[src/rtl/pm_alu_unit.sv]
// pm_alu_unit: width-parametrised ALU with an integrated power sequencer.
//
// The sequencer walks ON -> (DRAIN) -> ISO -> SAVE -> OFF -> PWRUP -> RESTORE -> ON.
// While isolated, `result` is clamped to CLAMP_VAL. In OFF, the internal result
// register and the MUL state are cleared, which models loss of domain state.
//
// Optional feature macro: PM_ALU_RETENTION_EN
//   defined   : SAVE copies the result into an always-on retention register,
//               and RESTORE reloads it.
//   undefined : no retention register; RESTORE loads 0 (timing identical).
//
// Ports:
//   clk, rst_n          clock, synchronous active-low reset
//   a, b, opcode, start operands / operation / request (accepted when ready)
//   ready               ON state and ALU idle
//   done                1-cycle pulse when result updates
//   start_err           1-cycle pulse for a start that arrives while not ready
//   result              ALU result, or CLAMP_VAL while iso_en
//   pd_req, pu_req      power-down / power-up request levels
//   pwr_en, iso_en      power switch enable, isolation enable (registered)
//   pwr_state           current sequencer state encoding
module pm_alu_unit #(
    parameter int unsigned      WIDTH      = 16,
    parameter logic [WIDTH-1:0] CLAMP_VAL  = '0,
    parameter int unsigned      ISO_DLY    = 2,
    parameter int unsigned      PWR_UP_DLY = 4
) (
    input  logic             clk,
    input  logic             rst_n,
    input  logic [WIDTH-1:0] a,
    input  logic [WIDTH-1:0] b,
    input  logic [2:0]       opcode,
    input  logic             start,
    output logic             ready,
    output logic             done,
    output logic             start_err,
    output logic [WIDTH-1:0] result,
    input  logic             pd_req,
    input  logic             pu_req,
    output logic             pwr_en,
    output logic             iso_en,
    output logic [2:0]       pwr_state
);

    localparam int unsigned SHW  = $clog2(WIDTH);
    localparam int unsigned CW   = $clog2(WIDTH + 1);
    localparam int unsigned DMAX = (ISO_DLY > PWR_UP_DLY) ? ISO_DLY : PWR_UP_DLY;
    localparam int unsigned DW   = $clog2(DMAX + 1);

    typedef enum logic [2:0] {
        S_ON      = 3'd0,
        S_DRAIN   = 3'd1,
        S_ISO     = 3'd2,
        S_SAVE    = 3'd3,
        S_OFF     = 3'd4,
        S_PWRUP   = 3'd5,
        S_RESTORE = 3'd6
    } state_t;

    state_t          state_q, state_d;
    logic [DW-1:0]   dly_q, dly_d;
    logic            pwr_en_q, iso_en_q;

    logic [WIDTH-1:0] res_q;
    logic             done_q, start_err_q, busy_q;
    logic [CW-1:0]    cnt_q;
    logic [WIDTH-1:0] acc_q, mcand_q, mplier_q;
    logic [WIDTH-1:0] alu_r, mul_sum, restore_val;
    logic             accept, is_mul, mul_last;

    assign ready    = (state_q == S_ON) && !busy_q;
    assign accept   = start && ready;
    assign is_mul   = (opcode == 3'd7);
    // Final busy cycle of a MUL: done is visible, busy drops at the next edge.
    assign mul_last = busy_q && (cnt_q == CW'(WIDTH));

    // ---------------- power sequencer ----------------
    always_comb begin
        state_d = state_q;
        dly_d   = dly_q;
        case (state_q)
            // A MUL accepted in the same cycle as pd_req must still be drained.
            S_ON:      if (pd_req) state_d = (busy_q || (accept && is_mul)) ? S_DRAIN : S_ISO;
            S_DRAIN:   if (!busy_q || mul_last) state_d = S_ISO;
            S_ISO: begin
                if (dly_q == DW'(ISO_DLY - 1)) state_d = S_SAVE;
                else                           dly_d   = dly_q + 1'b1;
            end
            S_SAVE:    state_d = S_OFF;
            S_OFF:     if (pu_req) state_d = S_PWRUP;
            S_PWRUP: begin
                if (dly_q == DW'(PWR_UP_DLY - 1)) state_d = S_RESTORE;
                else                              dly_d   = dly_q + 1'b1;
            end
            S_RESTORE: state_d = S_ON;
            default:   state_d = S_ON;
        endcase
        if (state_d != state_q) dly_d = '0;
    end

    // Power outputs are registered off the next state so they change with pwr_state.
    always_ff @(posedge clk) begin
        if (!rst_n) begin
            state_q  <= S_ON;
            dly_q    <= '0;
            pwr_en_q <= 1'b1;
            iso_en_q <= 1'b0;
        end else begin
            state_q  <= state_d;
            dly_q    <= dly_d;
            pwr_en_q <= (state_d != S_OFF);
            iso_en_q <= !((state_d == S_ON) || (state_d == S_DRAIN));
        end
    end

    // ---------------- ALU datapath ----------------
    always_comb begin
        alu_r = '0;
        case (opcode)
            3'd0:    alu_r = a + b;
            3'd1:    alu_r = a - b;
            3'd2:    alu_r = a & b;
            3'd3:    alu_r = a | b;
            3'd4:    alu_r = a ^ b;
            3'd5:    alu_r = a << b[SHW-1:0];
            3'd6:    alu_r = a >> b[SHW-1:0];
            default: alu_r = '0;  // MUL runs iteratively
        endcase
    end

    assign mul_sum = acc_q + (mplier_q[0] ? mcand_q : '0);

    // MUL: bit 0 is folded in on accept, bits 1..WIDTH-1 on the following
    // cycles, so the product lands at N+WIDTH-1 and done shows at N+WIDTH;
    // one more cycle at cnt==WIDTH keeps ready low through N+WIDTH.
    always_ff @(posedge clk) begin
        if (!rst_n) begin
            res_q       <= '0;
            done_q      <= 1'b0;
            start_err_q <= 1'b0;
            busy_q      <= 1'b0;
            cnt_q       <= '0;
            acc_q       <= '0;
            mcand_q     <= '0;
            mplier_q    <= '0;
        end else begin
            done_q      <= 1'b0;
            start_err_q <= start && !ready;
            if (state_q == S_OFF) begin
                res_q    <= '0;
                busy_q   <= 1'b0;
                cnt_q    <= '0;
                acc_q    <= '0;
                mcand_q  <= '0;
                mplier_q <= '0;
            end else if (state_q == S_RESTORE) begin
                res_q <= restore_val;
            end else if (accept) begin
                if (is_mul) begin
                    busy_q   <= 1'b1;
                    cnt_q    <= CW'(1);
                    acc_q    <= b[0] ? a : '0;
                    mcand_q  <= a << 1;
                    mplier_q <= b >> 1;
                end else begin
                    res_q  <= alu_r;
                    done_q <= 1'b1;
                end
            end else if (busy_q) begin
                if (cnt_q < CW'(WIDTH)) begin
                    acc_q    <= mul_sum;
                    mcand_q  <= mcand_q << 1;
                    mplier_q <= mplier_q >> 1;
                    cnt_q    <= cnt_q + 1'b1;
                    if (cnt_q == CW'(WIDTH - 1)) begin
                        res_q  <= mul_sum;
                        done_q <= 1'b1;
                    end
                end else begin
                    busy_q <= 1'b0;
                end
            end
        end
    end

`ifdef PM_ALU_RETENTION_EN
    // Always-on retention register: survives OFF, cleared only by reset.
    logic [WIDTH-1:0] ret_q;
    always_ff @(posedge clk) begin
        if (!rst_n)                 ret_q <= '0;
        else if (state_q == S_SAVE) ret_q <= res_q;
    end
    assign restore_val = ret_q;
`else
    assign restore_val = '0;
`endif

    assign done      = done_q;
    assign start_err = start_err_q;
    assign result    = iso_en_q ? CLAMP_VAL : res_q;
    assign pwr_en    = pwr_en_q;
    assign iso_en    = iso_en_q;
    assign pwr_state = state_q;

endmodule
[config.mk]
export PLATFORM = sky130hd
export DESIGN_NAME = pm_alu_unit
export DESIGN_NICKNAME = d
export VERILOG_FILES = /design/src/rtl/pm_alu_unit.sv
export SDC_FILE = /design/constraint.sdc
export NUM_CORES = 1
export LEC_CHECK = 0
export BUFFER_PORTS_ARGS = -buffer_cell sky130_fd_sc_hd__buf_2
export CAP_MARGIN = 10
export CELL_PAD_IN_SITES_DETAIL_PLACEMENT = 1
export CELL_PAD_IN_SITES_GLOBAL_PLACEMENT = 1
export CORE_MARGIN = 1
export CORE_UTILIZATION = 41
export DETAILED_ROUTE_END_ITERATION = 7
export GPL_TIMING_DRIVEN = 0
export PLACE_DENSITY_LB_ADDON = 0.1
export SLEW_MARGIN = 25
export SYNTH_ARGS = -nofsm -noshare
export SYNTH_HDL_FRONTEND = slang
export SYNTH_SLANG_ARGS = --single-unit
[constraint.sdc]
create_clock -name clk -period 2.74 [get_ports clk]
set_clock_uncertainty 0.15 [all_clocks]
set_input_delay 0 -clock clk [delete_from_list [all_inputs] [get_ports clk]]
set_output_delay 0 -clock clk [all_outputs]
set_load 0.03 [all_outputs]
After elaboration in Yosys (flattened, before gate mapping)
Index checks and enable logic that the tools add are counted.
{ "word_totals": {"regBits": 80, "input_bits": 40, "output_inout_bits": 24, "wordCells": 118} }
{ "op_classes": {"add_sub_neg": 5, "magnitude_cmp": 1, "eq_ne": 24, "n_shift": 2, "mux": 44, "n_bitwise": 5, "reduce_logical": 25} }
{ "ops": {"columns": ["cell", "count"], "rows": [
  ["$mux W16", 20],
  ["$pmux W16 S7", 1],
  ["$add A16 B16 Y16", 2],
  ["$eq A3 B3 Y1 const B", 7],
  ["$mux W3", 7],
  ["$mux W5", 4],
  ["$pmux W3 S6", 1],
  ["$and A16 B16 Y16", 1],
  ["$or A16 B16 Y16", 1],
  ["$shl A16 B4 Y16", 1],
  ["$shr A16 B4 Y16", 1],
  ["$sub A16 B16 Y16", 1],
  ["$xor A16 B16 Y16", 1],
  ["$eq A3 B2 Y1 const B", 5],
  ["$eq A3 B1 Y1 const B", 4],
  ["$logic_not A3 Y1", 3],
  ["$mux W1", 9],
  ["$reduce_and A4 Y1", 2],
  ["$reduce_bool A2 Y1", 4],
  ["$ne A2 B2 Y1 const B", 3],
  ["$pmux W3 S2", 1],
  ["$add A5 B1 Y5 const B", 1],
  ["$eq A5 B4 Y1 const B", 1],
  ["$eq A5 B5 Y1 const B", 1],
  ["other kinds (14)", 24]
]} }

Longest topological paths before layout
Gate-level depths: netlist (run 1).
{ "depth": {"ltp_word": 11, "depth_mapped": 18, "depth_no_buf": 16} }

Worst setup path before layout (run 1)
No wires, ideal clock.
{ "synth_timing": {"path_kind": "input to register", "startpoint": "in b[0]", "endpoint": "reg res_q[11]", "setup_ns": 0.136, "arrival_time_ns": 2.746, "required_ns": 2.454, "slack_ns": -0.291, "path_stages": 14, "path_buffers": 2, "path_cell_list": "buf_2 > clkinv_1 > buf_2 > ha_1 > a21o_1 > inv_1 > ha_1 > nor2b_1 > o31a_1 > o41ai_2 > o21ai_0 > xor2_1 > a2111oi_0 > a211oi_1"} }
{ "synth_between": {"elab_chain_cells": 4, "word_cells_on_any_way": 7, "classes_between": "add/sub: 2; shift: 2; mux: 3"} }
{ "synth_rtl": {"columns": ["item", "line", "text"], "rows": [
  ["start, declared", "31", "input logic [WIDTH-1:0] b,"],
  ["$sub A16 B16 Y16 (tied with other cells)", "121", "3'd1: alu_r = a - b;"],
  ["$pmux W16 S7 *", "119", "case (opcode)"],
  ["$mux W16 *", "159", "if (is_mul) begin"],
  ["$mux W16 *", "158", "end else if (accept) begin"],
  ["end signal, assigned", "157", "res_q <= restore_val;"],
  ["end signal, assigned", "166", "res_q <= alu_r;"],
  ["end signal, assigned", "176", "res_q <= mul_sum;"],
  ["end, declared", "64", "logic [WIDTH-1:0] res_q;"]
]} }
Every way passes the cells marked *; elsewhere a longest branch is shown, timed or not. The select of a mux whose other input is x is not followed.
A chain may end at the register's enable or synchronous reset.

Worst setup path in the final report (run 1)
{ "layout_timing": {"startpoint": "in b[5]", "endpoint": "reg res_q[12]"} }
{ "layout_between": {"elab_chain_cells": 4, "word_cells_on_any_way": 5, "classes_between": "add/sub: 2; mux: 3"} }
{ "layout_rtl": {"columns": ["item", "line"], "rows": [
  ["$sub A16 B16 Y16 or $add A16 B16 Y16 (tied branches)", "121, 120"],
  ["$pmux W16 S7 *", "119"],
  ["$mux W16 *", "159"],
  ["$mux W16 *", "158"]
]} }
Marks and branches as above.

==> results of run 1 <==
[registers in the layout, summed over array words and instances, names as in the netlist]
register and flops:
acc_q 16, res_q 16, mcand_q 15, mplier_q 15, cnt_q 5, dly_q 3, pwr_state 3, busy_q 1
done 1, iso_en 1, pwr_en 1, start_err 1
[power by group through the flow]
| stage | Clock, mW | Sequential, mW | Combinational, mW |
|---|---|---|---|
| after global placement | 0 | 1.31 | 1.45 |
| after CTS | 1.22 | 1.29 | 1.62 |
| after global routing | 1.27 | 1.30 | 1.91 |
| final | 1.21 | 1.29 | 1.80 |
| after floorplan | 0 | 1.31 | 0.959 |
| after detailed placement | 0 | 1.32 | 1.47 |
[Yosys cell counts, types with 7 or more instances]
library cell	instances	area share
a211oi_1	26	0.026
a21o_1	8	0.0080
a21oi_1	66	0.044
a221oi_1	12	0.014
a22oi_1	7	0.0070
a311oi_1	34	0.040
a31oi_1	9	0.0075
and2_1	21	0.018
and3_1	7	0.0058
buf_1	7	0.0035
buf_2	20	0.013
clkbuf_1	34	0.017
dfxtp_1	78	0.21
ha_1	69	0.12
inv_1	53	0.027
mux2i_1	26	0.035
nand2_1	110	0.055
nand2b_1	11	0.0092
nand3_1	17	0.011
nor2_1	130	0.065
nor2b_1	26	0.022
nor3_1	42	0.028
o21a_1	12	0.012
o21ai_0	49	0.033
xnor2_1	26	0.030
xor2_1	9	0.011
[routing by layer]
metal,part of all wire,GRT usage,wire (um),up-vias
li1,-,-,-,3968
met1,0.44,0.485,14900,4234
met2,0.43,0.529,14500,390
met3,0.098,0.0993,3310,79
met4,0.032,0.142,1100,0
met5,0,0,0,-
[cells by family (layout without fill, tap and decap cells)]
family / Yosys count / count (layout) / synth area share
buffers and inverters: 122 / 266 / 0.0680
adders and majority gates: 71 / 71 / 0.121
muxes: 32 / 32 / 0.0513
DFF: 78 / 78 / 0.209
AOI/OAI and AO/OA: 291 / 291 / 0.269
xor gates and xnor gates: 35 / 35 / 0.0410
and+or+nand+nor: 391 / 391 / 0.241
[cell type report]
type | instances | share of cell area
multi-input combinational | 820 | 0.619
timing repair buffer | 135 | 0.104
inverter | 55 | 0.0234
tap | 229 | 0.0296
buffer | 60 | 0.0319
sequential | 78 | 0.162
clock inverter | 6 | 0.00646
clock buffer | 10 | 0.0237
[worst max-delay path, cell delays in order]
cell      delay, ns
buf_2          0.14
inv_1          0.18
nand3_4        0.14
nor3b_4        0.23
buf_6          0.14
nand2_4        0.05
o21ai_0        0.27
xnor2_1        0.14
ha_1           0.28
nor3b_1        0.18
a211oi_1       0.30
a21oi_1        0.12
nor4_1         0.23
o21ai_1        0.16
o31ai_4        0.22
a211oi_1       0.11
[per-stage QoR]
stage / setup WS (ns) / cells / TNS (ns) / util / cell area [sq um]
after floorplan: -0.0445 / 1020 / -0.0445 / - / 7520
after detailed placement: -1.20 / 1311 / -13.44 / 0.453 / 8110
after CTS: -0.197 / 1385 / -0.304 / 0.515 / 9220
final: -0.117 / 1393 / -0.195 / 0.541 / 9680
after global placement: -1.16 / 1311 / -12.34 / 0.453 / 8110
after global routing: -0.210 / 1393 / -0.597 / 0.541 / 9680
[path summary, 6_finish.rpt]
check	startpoint	endpoint	slack [ns]
worst max-delay path	b[5]	res_q[12]	-0.12
worst min-delay path	pu_req	pwr_state[0]	0.04
worst max register to register	mcand_q[1]	res_q[7]	0.04
worst min register to register	acc_q[0]	acc_q[0]	0.32
[timing repair]
| action | 4_1_cts | 5_1_grt |
|---|---|---|
| hold buffers | 31 | 0 |
| buffers inserted | 31 | 11 |
| gates resized for setup | 75 | 92 |
| endpoints found under the hold margin | 38 | 0 |
| setup endpoints to repair | 24 | 40 |
| pin swaps | 30 | 47 |
==> metrics.txt, run 1 <==
Seq cells post-synth=78; power per standard cell area=445 mW/mm^2; final WL=33.9 mm; failing checks=setup timing; Fin. Hold Viols=0; fin crit share=1.04; Multi-input gate area=0.00599 sq mm; mapped cell area=0.00749 sq mm; clock sinks=78; critical path arrival=2.91 ns; Final setup violation count=2; combinational share of power=0.418; syn avg cell area=7.34 sq um; most frequent cells in the layout=nor2_1 (125), nand2_1 (106), dfxtp_1 (76), buf_2 (71), a21oi_1 (61); most common cell after layout, fill and taps aside=nor2_1; max-slew violations=0; PnR worst setup slack=-0.117 ns; LEAKAGE=3.99 nW; Sw Ratio=0.398; post-layout min period=2.86 ns; global-route wire length before repair=49.5 mm; Syn Inst Count=1020; first-pass iteration count of the detailed router=5; nets=1270; worst hold stages=5; peak supply drop=295 uV; Clock Latency Late Sink=0.35 ns; fill count=2228; proportion of layout cells with a drive suffix above 1=0.215; CP max FO=5; gpl congestion=0.960; vias per cell=6.22; Slew HR=0.569; min-delay worst type=primary input to register; CP Capture Type=register; Post-DP HPWL=24.3 mm; Remaining Overflow, GRT=0; initial core utilization=0.418; vias in the first global route=8286; Yosys cell types=69; status=finished, violations left; Worst-path clk slew=0.07 ns; gr usage total=0.357; # diodes=0; Area Overhead vs Synth=29.3%; syn nets=1131; startpoint types=primary input; total power=4.31 mW; Worst Reg-to-Reg Cells=13; # rows=49; part of the power in registers=0.300; CTS tree=built; number of synthesized flops with an enable pin=0; die span in y=137 um; die area=0.0188 sq mm; Hold Slack=0.0406 ns; post-route ant nets=0; initial antenna violation count=0; Max clock buf depth=2; cts bufs inserted=9; CTS root buffer=clkbuf_16; Worst Tran Pin Value=0.638 ns; Clk pwr share=0.282; Post-synth ARST share=0; pin count of the biggest net entering global routing=20; storage element area=0.00157 sq mm; DRC Markers=0; Synth Flop Type=dfxtp_1; Starting DRT DRC Count=700; unrepaired setup endpoints after global routing=yes; Synthesis Warnings=0; Max-Cap Viols=0; post-synthesis sequential area ratio=0.209; vias=8671; CTS H-tree lvls=3; cell internal pwr=2.59 mW; Core Area=0.0179 sq mm; Port Buf Inserts=62; P_sw=1.71 mW; wire per inst=24.3 um; IO Count=64; f_max=350 MHz; critical path class=primary input to register; Die X=137 um; Worst Path Required=2.79 ns
No activity file was read; power rests on OpenSTA's default activity.
==> inputs of run 2 (changes only) <==
CORE_UTILIZATION = 30   (was 41)
SETUP_SLACK_MARGIN = 0.05   (was default)
==> run 2 against run 1 <==
Compared with the run above:
- the run still ends with setup timing left
- critical path depth grew 2
- register-to-register slack worse by 0.04 ns
- cell count is 7.2% higher
- power rose by 4.1%
- sequential cell count unchanged
- maximum frequency increased by 1.9%
- final area increased by 2.8%
- first-iteration DRC count is 14% lower
- count of clock-buffer cells in the layout fell by 1
- global-route usage decreased by 8.6 points
- critical endpoint is now res_q[9]
==> metrics.txt, run 2 (synthesis results as in run 1) <==
status=finished, violations left (unchanged); failing checks=setup timing (unchanged); TNS Setup=-0.156 ns (was -0.195 ns); pin count of the biggest net entering global routing=20 (unchanged); most frequent cells in the layout=nor2_1 (124), nand2_1 (106), dfxtp_1 (76), buf_2 (74), a21oi_1 (60) (was nor2_1 (125), nand2_1 (106), dfxtp_1 (76), buf_2 (71), a21oi_1 (61)); global-route wire length before repair=52.6 mm (was 49.5 mm); f_max=357 MHz (was 350 MHz); peak supply drop=259 uV (was 295 uV); max-slew violations=0 (unchanged); Final setup violation count=5 (was 2); Reg-to-Reg End=res_q[13] (was res_q[7]); Worst Setup SP=b[1] (was b[5]); Max-Cap Viols=0 (unchanged); CTS root buffer=clkbuf_16 (unchanged); first-pass iteration count of the detailed router=5 (unchanged); startpoint types=primary input (unchanged); final WL=35.0 mm (was 33.9 mm); cts bufs inserted=9 (unchanged); Worst Reg-to-Reg Cells=12 (was 13); die area=0.0256 sq mm (was 0.0188 sq mm); cell internal pwr=2.71 mW (was 2.59 mW); power per standard cell area=451 mW/mm^2 (was 445 mW/mm^2); Largest regs=acc_q x16, res_q x16 (unchanged); CTS H-tree lvls=3 (unchanged); Slew HR=0.503 (was 0.569); critical path arrival=2.93 ns (was 2.91 ns); post-route ant nets=0 (unchanged); initial antenna violation count=1 (was 0); clock sinks=78 (unchanged); initial core utilization=0.307 (was 0.418); min-delay worst type=primary input to register (unchanged); worst r2r src=mcand_q[1] (unchanged); DRC Markers=0 (unchanged); most common cell after layout, fill and taps aside=nor2_1 (unchanged); Fin. Hold Viols=0 (unchanged); proportion of layout cells with a drive suffix above 1=0.227 (was 0.215); combinational share of power=0.403 (was 0.418); Final Non-Filler Cells=1493 (was 1393); post-layout util=0.408 (was 0.541); Setup crit end=res_q[9] (was res_q[12]); die span in y=160 um (was 137 um); Max clock buf depth=2 (unchanged); gr usage total=0.271 (was 0.357); PnR worst setup slack=-0.0633 ns (was -0.117 ns); Worst Tran Pin Value=0.746 ns (was 0.638 ns); LEAKAGE=4.09 nW (was 3.99 nW); # rows=57 (was 49); CTS tree=built (unchanged); unrepaired setup endpoints after global routing=yes (unchanged); Clock Latency Late Sink=0.35 ns (about the same); gpl congestion=0.955 (was 0.960); vias per cell=5.68 (was 6.22); Placed Cells=1406 (was 1311); part of the power in registers=0.289 (was 0.300); CP max FO=4 (was 5); critical path class=primary input to register (unchanged); Port Buf Inserts=62 (unchanged); wire per inst=23.5 um (was 24.3 um); fin crit share=1.02 (was 1.04); Area Overhead vs Synth=32.9% (was 29.3%); r2r setup slk=0 ns (was 0.04 ns); Clk pwr share=0.307 (was 0.282); Core Area=0.0244 sq mm (was 0.0179 sq mm); IO Count=64 (unchanged); vias in the first global route=8312 (was 8286); vias=8479 (was 8671); Hold Slack=0.0111 ns (was 0.0406 ns); CP Capture Type=register (unchanged); nets=1274 (was 1270); Starting DRT DRC Count=605 (was 700); P_sw=1.77 mW (was 1.71 mW); Remaining Overflow, GRT=0 (unchanged); Post-DP HPWL=26.3 mm (was 24.3 mm); post-layout min period=2.80 ns (was 2.86 ns); Worst-path clk slew=0.07 ns (about the same); Worst Path Required=2.86 ns (was 2.79 ns); Die X=160 um (was 137 um); Sw Ratio=0.395 (was 0.398)
[run 2: critical path, stage by stage]
cell and delay (ns):
buf_12 0.09, buf_12 0.09, clkinvlp_4 0.14, ha_4 0.22
buf_6 0.12, nor2_4 0.11, xnor2_2 0.06, ha_1 0.34
buf_6 0.14, o21a_1 0.17, o31a_1 0.14, o41ai_4 0.33
buf_4 0.19, a21oi_4 0.05, o21ai_2 0.17, mux2i_2 0.31
a21oi_2 0.12, nor3_1 0.13
[run 2: routing by layer]
layer	global-route usage	share of wire	wire, um	vias to the layer above
met4	0.0563	0.020	716	0
met3	0.0309	0.060	2110	48
met1	0.405	0.49	17000	4176
met5	0	0	0	-
met2	0.415	0.43	15200	283
li1	-	-	-	3972
[run 2: through the flow]
stage                     power [mW]  worst slack [ns]  cell area [sq um]
final                           4.48           -0.0633               9950
after global routing            4.69            -0.236               9950
after CTS                       4.38            -0.235               9520
after detailed placement        2.83             -1.21               8290
after global placement          2.82             -1.21               8290
after floorplan                 2.28           -0.0384               7570
[run 2: what timing repair did]
action | in CTS | in global routing
gates cloned | 0 | 0
pin swaps | 51 | 49
setup endpoints to repair | 27 | 47
hold buffers | 31 | 0
buffers inserted | 30 | 16
endpoints found under the hold margin | 37 | 0
resized for setup | 95 | 73
[run 2: worst min path at each step]
stage	start	slack, ns	cells past startpoint	endpoint
detailed placement	start	0.12	3	start_err
global placement	start	0.12	3	start_err
CTS	a[15]	0.01	3	acc_q[15]
finish	a[15]	0.01	3	acc_q[15]
floorplan	rst_n	-0.04	2	pwr_state[0]
global route	a[15]	0.06	3	acc_q[15]
[run 2: cell type report]
type	instances	area (sq um)
Fill cell	3001	14400
Multi-Input combinational cell	820	6020
Sequential cell	78	1570
Timing Repair Buffer	137	1050
Tap cell	324	405
Buffer	62	342
Inverter	55	226
Clock buffer	9	225
Clock inverter	7	103
Antenna cell	1	2.50
[run 2: power groups by stage]
stage	logic, mW	registers (mW)	clock network [mW]
2_1_floorplan	0.970	1.31	0
3_3_place_gp	1.50	1.32	0
3_5_place_dp	1.51	1.32	0
4_1_cts	1.69	1.29	1.39
5_1_grt	1.94	1.31	1.45
6_report	1.81	1.30	1.38
